==> config.mk <==
export PLATFORM = sky130hd
export DESIGN_NAME = fifo_unload_fsm
export DESIGN_NICKNAME = d
export VERILOG_FILES = /design/src/rtl/fifo_unload_pkg.sv /design/src/rtl/evt_pend_ctr.sv /design/src/rtl/fifo_unload_fsm.sv
export SDC_FILE = /design/constraint.sdc
export NUM_CORES = 1
export LEC_CHECK = 0
export ABC_AREA = 1
export BUFFER_PORTS_ARGS = -buffer_cell sky130_fd_sc_hd__buf_2
export CORE_MARGIN = 2
export CORE_UTILIZATION = 40
export DETAILED_ROUTE_END_ITERATION = 8
export PLACE_DENSITY = 0.65
export SLEW_MARGIN = 40
export SYNTH_ARGS = -nofsm -noshare
export SYNTH_HDL_FRONTEND = slang
export SYNTH_HIERARCHICAL = 1
export SYNTH_SLANG_ARGS = --single-unit
==> constraint.sdc <==
create_clock -name CLK -period 2.1 [get_ports CLK]
set_input_delay 0.315 -clock CLK [delete_from_list [all_inputs] [get_ports CLK]]
set_output_delay 0.315 -clock CLK [all_outputs]
set_load 0.05 [all_outputs]
==> src/rtl/fifo_unload_pkg.sv <==
// Shared types and constants for the FIFO unload framer: state encoding,
// frame tags and channel geometry.
package fifo_unload_pkg;

  typedef enum logic [1:0] {
    IDLE    = 2'b00,
    HEADER  = 2'b01,
    DATA    = 2'b10,
    TRAILER = 2'b11
  } state_t;

  localparam logic [3:0] HDR_TAG       = 4'hB;
  localparam logic [3:0] TRL_TAG       = 4'hE;
  localparam int         CHAN_PER_SAMP = 6;
  localparam int         TMO_MAX_DEF   = 255;

  localparam logic [2:0] LAST_CHAN = 3'(CHAN_PER_SAMP - 1);

endpackage

==> src/rtl/evt_pend_ctr.sv <==
// Saturating up/down counter of announced-but-unstarted events, with a sticky
// overflow flag for announcements lost while saturated.
module evt_pend_ctr #(
  parameter int W = 4
) (
  input  logic         clk,
  input  logic         rst,
  input  logic         inc,
  input  logic         dec,
  output logic [W-1:0] cnt,
  output logic         ovf
);

  localparam logic [W-1:0] CNT_MAX = '1;

  // NOTE: state registers use non-blocking assignments so every flop samples
  // the pre-edge values of its neighbours, regardless of statement order.
  always_ff @(posedge clk) begin
    if (rst) begin
      cnt <= '0;
      ovf <= 1'b0;
    end else if (inc && !dec) begin
      if (cnt == CNT_MAX) ovf <= 1'b1;
      else                cnt <= cnt + W'(1);
    end else if (dec && !inc && cnt != '0) begin
      cnt <= cnt - W'(1);
    end
  end

endmodule

==> src/rtl/fifo_unload_fsm.sv <==
// Unloads one event at a time from a first-word-fall-through FIFO and frames
// it for the link as header, (SAMP_MAX+1)*6 data words and a trailer.
module fifo_unload_fsm
  import fifo_unload_pkg::*;
#(
  parameter int TMO_MAX = TMO_MAX_DEF,
  parameter int PEND_W  = 4
) (
  input  logic              CLK,
  input  logic              RST,
  input  logic [6:0]        SAMP_MAX,
  input  logic              EVT_RDY,
  input  logic              FIFO_EMPTY,
  input  logic [11:0]       FIFO_DOUT,
  output logic              FIFO_RDENA,
  output logic [15:0]       TX_DATA,
  output logic              TX_VLD,
  input  logic              TX_RDY,
  output logic              TX_SOF,
  output logic              TX_EOF,
  output logic [PEND_W-1:0] EVT_PEND,
  output logic              PEND_OVF
);

  localparam int             TMO_W    = $clog2(TMO_MAX + 1);
  localparam logic [TMO_W-1:0] TMO_LAST = TMO_W'(TMO_MAX - 1);

  state_t            state, next_state;
  logic [6:0]        samp_max_q;
  logic [6:0]        samp;
  logic [2:0]        chan;
  logic [11:0]       sum;
  logic [11:0]       evt_num;
  logic [TMO_W-1:0]  tmo_cnt;
  logic              abort;
  logic              start;
  logic              accept;
  logic              pop;
  logic              last_word;

  evt_pend_ctr #(.W(PEND_W)) u_pend (
    .clk (CLK),
    .rst (RST),
    .inc (EVT_RDY),
    .dec (start),
    .cnt (EVT_PEND),
    .ovf (PEND_OVF)
  );

  assign last_word  = (chan == LAST_CHAN) && (samp == samp_max_q);
  assign accept     = TX_VLD && TX_RDY;
  assign pop        = (state == DATA) && accept;
  assign FIFO_RDENA = pop;

  // Outputs decode from registered state only (plus the FIFO head in DATA),
  // so a stalled word cannot change until it is accepted.
  // NOTE: every combinational output gets a default before the case so no
  // path leaves a value unassigned and infers a latch.
  always_comb begin
    next_state = state;
    start      = 1'b0;
    TX_VLD     = 1'b0;
    TX_SOF     = 1'b0;
    TX_EOF     = 1'b0;
    TX_DATA    = 16'h0000;
    case (state)
      IDLE: begin
        if (EVT_PEND != '0) begin
          start      = 1'b1;
          next_state = HEADER;
        end
      end
      HEADER: begin
        TX_VLD  = 1'b1;
        TX_SOF  = 1'b1;
        TX_DATA = {HDR_TAG, evt_num};
        if (TX_RDY) next_state = DATA;
      end
      DATA: begin
        TX_VLD  = !FIFO_EMPTY;
        TX_DATA = {1'b0, chan, FIFO_DOUT};
        if (!FIFO_EMPTY && TX_RDY && last_word)  next_state = TRAILER;
        else if (FIFO_EMPTY && tmo_cnt == TMO_LAST) next_state = TRAILER;
      end
      TRAILER: begin
        TX_VLD  = 1'b1;
        TX_EOF  = 1'b1;
        TX_DATA = {TRL_TAG, abort, sum[10:0]};
        if (TX_RDY) next_state = IDLE;
      end
      default: next_state = IDLE;
    endcase
  end

  always_ff @(posedge CLK) begin
    if (RST) begin
      state      <= IDLE;
      samp_max_q <= '0;
      samp       <= '0;
      chan       <= '0;
      sum        <= '0;
      evt_num    <= '0;
      tmo_cnt    <= '0;
      abort      <= 1'b0;
    end else begin
      state <= next_state;
      case (state)
        HEADER: begin
          if (accept) begin
            samp_max_q <= SAMP_MAX;
            samp       <= '0;
            chan       <= '0;
            sum        <= '0;
            tmo_cnt    <= '0;
            abort      <= 1'b0;
          end
        end
        DATA: begin
          if (pop) begin
            sum     <= sum + FIFO_DOUT;
            tmo_cnt <= '0;
            if (chan == LAST_CHAN) begin
              chan <= '0;
              samp <= samp + 7'd1;
            end else begin
              chan <= chan + 3'd1;
            end
          end else if (FIFO_EMPTY) begin
            // Final empty cycle flags the abort instead of counting further.
            if (tmo_cnt == TMO_LAST) abort   <= 1'b1;
            else                     tmo_cnt <= tmo_cnt + TMO_W'(1);
          end
        end
        TRAILER: begin
          if (accept) evt_num <= evt_num + 12'd1;
        end
        default: ;
      endcase
    end
  end

endmodule

# [After elaboration in Yosys (flattened, before gate mapping)]
# Index checks and enable logic that the tools add are counted.
[totals] ff_bits=57 out_inout_bits=25 word_cells=99
[op_classes] addsub=7 n_eq_ne=20 mux=36 n_reduce_logical=26
[ops] cell="$pmux W16 S3" count=1
[ops] cell="$mux W8" count=4
[ops] cell="$mux W12" count=2
[ops] cell="$pmux W12 S2" count=1
[ops] cell="$mux W7" count=3
[ops] cell="$ne A2 B2 Y1 const B" count=9
[ops] cell="$pmux W8 S2" count=1
[ops] cell="$pmux W7 S2" count=1
[ops] cell="$add A12 B1 Y12 const B" count=1
[ops] cell="$add A12 B12 Y12" count=1
[ops] cell="$mux W4" count=3
[ops] cell="$reduce_and A4 Y1" count=3
[ops] cell="$mux W2" count=5
[ops] cell="$logic_and A1 B1 Y1" count=9
[ops] cell="$mux W3" count=3
[ops] cell="$add A8 B1 Y8 const B" count=1
[ops] cell="$eq A8 B8 Y1 const B" count=1
[ops] cell="$mux W1" count=8
[ops] cell="$pmux W2 S4" count=1
[ops] cell="$reduce_and A2 Y1" count=4
[ops] cell="$add A7 B1 Y7 const B" count=1
[ops] cell="$eq A7 B7 Y1" count=1
[ops] cell="$ne A3 B3 Y1 const B" count=2
[ops] cell="$pmux W3 S2" count=1
[ops] cell="other kinds (17)" count=22

# [Longest topological paths before layout]
# Gate-level depths: netlist of the first run.
[depth] depth_word=7 ltp_mapped=14 mapped_depth_nobuf=14

# [Cells and area by module]
# The synthesis of the first run kept the hierarchy.
[modules_own_cells] module="fifo_unload_fsm" instances=1 cells_each=522 area_each_um2=3329.4
[modules_own_cells] module="evt_pend_ctr" instances=1 cells_each=62 area_each_um2=405.4

# [Worst setup path before layout of the first run]
# OpenSTA, ideal clock, no wires.
[synth_path] kind="reg-to-output" from="register state[0]" to="output TX_DATA[13]" arrival_time_ps=2434 required_ps=1785 path_slack_ps=-649 stages_incl_launch_ff=5 path_buffers=1 path_cell_list="dfxtp_1 ha_1 clkbuf_1 a21oi_1 o21ai_0"
[synth_between] elab_chain_cells=2
[synth_rtl] item="start: declaration" line_no="fifo_unload_fsm.sv:28" source="state_t state, next_state;"
[synth_rtl] item="start signal: assignment" line_no="fifo_unload_fsm.sv:106" source="state <= next_state;"
[synth_rtl] item="$eq A2 B2 Y1 / $eq A2 B1 Y1 (equally long branches)" line_no="fifo_unload_fsm.sv:66" source="case (state)"
[synth_rtl] item="$pmux W16 S3 (*)" line_no="fifo_unload_fsm.sv:66"
[synth_rtl] item="end: declaration" line_no="fifo_unload_fsm.sv:16" source="output logic [15:0] TX_DATA,"
# Every way passes the cells marked *; elsewhere a longest branch is shown, timed or not.

# [Worst setup path in the final report of the first run]
[layout_path] from="register state[0]" to="output FIFO_RDENA"
[layout_between] elab_chain_cells=5
[layout_rtl] item="$eq A2 B2 Y1 / $eq A2 B1 Y1 (equally long branches)" line_no="fifo_unload_fsm.sv:66"
[layout_rtl] item="$reduce_or A2 Y1 (no source line)"
[layout_rtl] item="$pmux W1 S2" line_no="fifo_unload_fsm.sv:66"
[layout_rtl] item="$logic_and A1 B1 Y1" line_no="fifo_unload_fsm.sv:51" source="assign accept = TX_VLD && TX_RDY;"
[layout_rtl] item="$logic_and A1 B1 Y1 (*)" line_no="fifo_unload_fsm.sv:52" source="assign pop = (state == DATA) && accept;"
[layout_rtl] item="end: declaration" line_no="fifo_unload_fsm.sv:15" source="output logic FIFO_RDENA,"
# Marks and branches as above.

==> out/results.txt, run 1 <==
Post-DP HPWL: 7070 um
Die ar.: 0.0101 mm2
Flops & latches, synth: 56
Largest family of logic cells by synthesized area: simple AND/OR/NAND/NOR gates
Vias: 3,713
Actual slew at the worst max-slew pin: 0.323 ns
DR DRC count: 0
Clk sink count: 56
Cell count after synthesis: 584
Largest net degree at the start of global routing: 22
Final TNS setup: 0 ns
Max_cap viols: 0
Rel. slew slack: 0.784
Num CTS Buffers: 5
Nets: 687
Asr flop ratio synth: 0
Logic pwr share: 0.539
WL/cell: 12.4 um
Outcome: completed
Sequential power share: 0.302
Synth area leader: dfxtp_1
Top post-synthesis cells by count: 166 x nand2_1, 79 x inv_1, 56 x dfxtp_1
Synth area leaders: dfxtp_1 30%, nand2_1 17%, inv_1 7.9%
Share of layout cells above drive strength 1: 0.173
Mux contribution to synthesized area: 0
PD cells: 942 mW/mm2
First-pass GRT wire length: 15,800 um
Register area: 0.00112 mm2
Setup violators final: 0
Multi-input gate area: 0.00230 mm2
First drt pass iteration count: 4
Core ar.: 0.00915 mm2
Grt ovf: 0
Synth Area in Adders: 0.0811
Area of the mapped netlist: 0.00373 mm2
Top-count cell post-synth: nand2_1
Count of final hold-check violations: 0
Warnings, synthesis: 6
Count of cell types in the netlist: 38
DIE WIDTH: 101 um
Post-synth top flop: dfxtp_1
Sequential area share after synthesis: 0.300
Synth Area per Inst: 6.40 um2
CTS Root Cell: clkbuf_8
Initial DRC count: 91
Vias per cell: 4.94
PortBufs: 48
IO Pins: 49
Unrepaired setup endpoints after global routing: true
Synthesized-area fraction occupied by and/or/nand/nor cells: 0.350
Crit Path Class: reg -> out
Die H: 101 um
Net Sw Frac: 0.469
Syn_nets: 631
Internal: 2200 uW
Final GP Congestion: 0.850
Antenna cells: 0
ANT nets after route: 0
Critical Path Source Type: flop
H-tree Lvls: 2
Worst hold path type: in -> reg
Synth top area share: 0.300
Max frequency: 496 MHz
P_leak: 0.00207 uW
All-layer global routing usage: 0.190
Hold Slack: 0.283 ns
Vias in the first global route: 3,480
Max FO, Critical Path: 6
Critical path arrival: 1.70 ns
Slew Limit Fails: 0
# rows: 35
CTS max path bufs: 2
Area grow syn2layout: 17.7%
Compound-cell area share of the yosys netlist: 0.132
Post-synthesis xor/xnor area fraction: 0.0305
Clk slew on worst S/H paths: 0.10 ns
Final period utilization: 0.960
Worst VDD drop: 0.000366 V
EDFF count, synth: 0
Antenna violations before repair: 0
Fillers: 971
CP required: 1.78 ns
Clock Latency Late Sink: 0.31 ns
Clock power share: 0.159
Net switching power: 1940 uW
Total Wirelength: 9320 um
Tmin final: 2.02 ns
Initial Utilization: 0.408
Critical path endpoint category: primary output
Setup Skew: 0.00521 ns
Clock tree from TritonCTS: yes
==> sequential cells by signal (all words and copies together) (netlist names) <==
| signal | count |
|---|---|
| abort | 1 |
| chan | 3 |
| evt_num | 12 |
| samp | 7 |
| samp_max_q | 7 |
| state | 2 |
| sum | 11 |
| tmo_cnt | 8 |
| u_pend/cnt | 4 |
| u_pend/ovf | 1 |
==> stage by stage <==
step,util,worst slack [ns],std cells,cell area (um2),total power (uW)
floorplan,-,0.000224,584,3810,2890
global placement,0.462,0.177,743,4230,3360
detailed placement,0.462,0.118,743,4230,3400
CTS,0.475,0.00226,751,4340,4100
global route,0.480,-0.00446,751,4400,4430
finish,0.480,0.0850,751,4400,4140
==> final timing paths <==
check / startpoint / slack [ns] / cells past startpoint / endpoint
worst max-delay path: state[0] / 0.08 / 7 / FIFO_RDENA
worst min register to register: tmo_cnt[5] / 0.47 / 2 / tmo_cnt[5]
worst max register to register: state[1] / 0.19 / 13 / u_pend/cnt[3]
worst min-delay path: SAMP_MAX[1] / 0.28 / 3 / samp_max_q[1]
==> kinds of logic (layout without fill, tap and decap cells) <==
group / count (synthesis) / after routing
compound gates: 90 / 90
simple gates: 300 / 300
flops: 56 / 56
fa+ha+maj: 23 / 23
xor+xnor: 13 / 13
buf+inv: 102 / 158
==> layout by cell type (no fill, tap or decap), types with 2 or more instances in the layout <==
cell type  netlist  routed
a31oi_1          2       2
clkinv_2         2       2
a22o_1           2       2
clkbuf_8         0       7
a21oi_1         41      40
xnor2_1          7       7
ha_1            21      17
nand2_4          1       3
xor2_1           6       6
o21ai_2          0       2
ha_4             0       3
clkbuf_4         0       7
o21ai_1         10      10
nand2_1        166     166
nor2_2           6       5
nand3_1         48      47
nor2_4           2       3
buf_6            0       2
dfxtp_1         56      55
nor2_1          51      51
buf_2            3      36
nand4_1          8       8
nor3b_2          2       2
buf_4            2      19
o21ai_0         29      27
nor3_1           5       5
nand2_2          5       3
fa_1             2       2
nand3b_1         2       2
inv_1           79      77
inv_2            6       6
==> layout make-up <==
| class | instances | area share |
|---|---|---|
| multi-input cells | 426 | 0.524 |
| repair buffers | 64 | 0.0905 |
| inverters | 87 | 0.0763 |
| flip-flops and latches | 56 | 0.255 |
| clock buffers | 7 | 0.0219 |
| well taps | 111 | 0.0316 |
==> routing by layer <==
metal	routed length [um]	global-route usage	part of all wire
met3	306	0.0270	0.033
met2	4310	0.318	0.46
met1	4650	0.260	0.50
met4	53	0.0432	0.0057
met5	0	0	0
==> timing repair <==
item / CTS / global route
setup buffers: 1 / 0
hold buffers: 0 / 0
gates resized for setup: 6 / 16
endpoints found under the setup margin: 17 / 20
==> critical path, stage by stage, from the launching register on <==
cell,delay (ns)
dfxtp_1,0.33
inv_1,0.14
ha_4,0.20
nand2_1,0.11
a21oi_4,0.19
nand3_4,0.15
clkinvlp_4,0.09
buf_4,0.18
==> power groups by stage <==
stage	sequential (uW)	clock (uW)	combinational, uW
finish	1250	660	2230
global route	1270	707	2460
CTS	1240	676	2180
detailed placement	1260	0	2140
global placement	1260	0	2100
floorplan	1400	0	1490
No activity file was read; power rests on OpenSTA's default activity.
==> inputs of run 2 (changes only) <==
==> constraint.sdc (replaced) <==
create_clock -name CLK -period 2.1 [get_ports CLK]
set_input_delay 0.21 -clock CLK [delete_from_list [all_inputs] [get_ports CLK]]
set_output_delay 0.21 -clock CLK [all_outputs]
set_load 0.05 [all_outputs]
==> out/results.txt, run 2 (synthesis results as in run 1) <==
Setup Skew: 0.00416 ns
Worst hold path type: in -> reg
Nets: 686
Net Sw Frac: 0.466
Max FO, Critical Path: 12
CTS Root Cell: clkbuf_8
DR DRC count: 0
Post-Place Worst Slack: 0.0830 ns
Area grow syn2layout: 17.1%
Layer with the highest usage: met2
GRT met2 Usage: 0.306
Critical path endpoint category: primary output
Hold Slack: 0.167 ns
Most frequent cells in the layout: 166 x nand2_1, 75 x inv_1, 54 x dfxtp_1, 51 x nor2_1
PortBufs: 48
Tmin final: 1.97 ns
Die ar.: 0.0101 mm2
Clock power share: 0.159
Setup violators final: 0
Worst setup margin: 0.133 ns
H-tree Lvls: 2
WL/cell: 12.1 um
Initial DRC count: 159
Grt ovf: 0
Actual slew at the worst max-slew pin: 0.313 ns
Clk sink count: 56
Fin area: 0.00437 mm2
Outcome: completed
DP Area: 0.00419 mm2
Share of layout cells above drive strength 1: 0.175
Final TNS setup: 0 ns
Clock Latency Late Sink: 0.31 ns
All-layer global routing usage: 0.186
Slew Limit Fails: 0
Num CTS Buffers: 5
Reg with most FFs: evt_num
Register area: 0.00113 mm2
Sequential power share: 0.315
Crit Path Class: reg -> out
Final GP Congestion: 0.875
Largest regs: evt_num: 12 flops, sum: 11 flops, tmo_cnt: 8 flops
Max frequency: 508 MHz
# rows: 35
Commonest non-fill, non-tap cell in the layout: nand2_1
Final period utilization: 0.937
Rel. slew slack: 0.791
Max_cap viols: 0
DIE WIDTH: 101 um
Critical path arrival: 1.76 ns
Critical Path Source Type: flop
Worst VDD drop: 0.000514 V
First drt pass iteration count: 5
Vias: 3,679
Largest net degree at the start of global routing: 20
CP required: 1.89 ns
Count of final hold-check violations: 0
Cts hold-fix bufs: 0
Max FFs per register: 12
Logic pwr share: 0.526
Core ar.: 0.00915 mm2
Clk slew on worst S/H paths: 0.10 ns
Antenna violations before repair: 0
P_leak: 0.00207 uW
Internal: 2180 uW
ANT nets after route: 0
Die H: 101 um
GR Util met1: 0.251
Antenna cells: 0
PD cells: 936 mW/mm2
Multi-input gate area: 0.00229 mm2
Met3 Resource Use GR: 0.0312
Initial Utilization: 0.408
Unrepaired setup endpoints after global routing: false
Net switching power: 1910 uW
Post-DP HPWL: 6970 um
CTS max path bufs: 2
Total Wirelength: 9100 um
Fillers: 940
Vias per cell: 4.91
Vias in the first global route: 3,389
IO Pins: 49
Clock tree from TritonCTS: yes
First-pass GRT wire length: 15,300 um
[run 2: changes by cell type in the layout (fill, tap and decap cells not counted), sizes merged]
cell,before,now
clkinvlp,1,2
buf,57,62
clkbuf,14,8
inv,84,83
[run 2: metrics by stage]
step / utilization / total power (uW) / std cells
floorplan: - / 2870 / 584
finish: 0.478 / 4090 / 750
detailed placement: 0.458 / 3340 / 737
CTS: 0.473 / 4050 / 746
global placement: 0.458 / 3320 / 737
global route: 0.478 / 4410 / 750
[run 2: final timing paths]
kind / startpoint / to / slack [ns] / cells after the start
max: state[1] / TX_DATA[11] / 0.13 / 7
min: SAMP_MAX[2] / samp_max_q[2] / 0.17 / 3
max reg2reg: state[1] / u_pend/cnt[3] / 0.16 / 13
min reg2reg: samp_max_q[4] / samp_max_q[4] / 0.48 / 2
[run 2: power groups by stage]
stage,Clock (uW),Combinational [uW],Sequential (uW)
5_1_grt,720,2380,1310
6_report,650,2150,1290
3_5_place_dp,0,2040,1300
3_3_place_gp,0,2020,1300
4_1_cts,664,2110,1280
2_1_floorplan,0,1460,1410
[run 2: critical path: stages (launching register included)]
cell and delay [ns]:
dfxtp_4 0.38, inv_2 0.12, ha_2 0.31, clkinvlp_4 0.11, buf_4 0.18, nand2_1 0.10, inv_1 0.04, clkbuf_4 0.20
[run 2: metal layers]
| metal | vias up | wire [um] |
|---|---|---|
| li1 | 1966 | - |
| met1 | 1636 | 4550 |
| met4 | 0 | 109 |
| met3 | 8 | 317 |
| met2 | 69 | 4110 |
| met5 | - | 0 |
[run 2: final cells by class]
type,count,area share
sequential,56,0.258
tap,111,0.0318
timing repair buffer,63,0.0870
clock buffer,7,0.0220
multi-input combinational,426,0.524
inverter,87,0.0770
[run 2: timing repair]
action,CTS,global route
gates resized for setup,6,5
buffers inserted,2,4
hold endpoints to repair,0,0
pin swaps,0,0
setup endpoints to repair,13,6
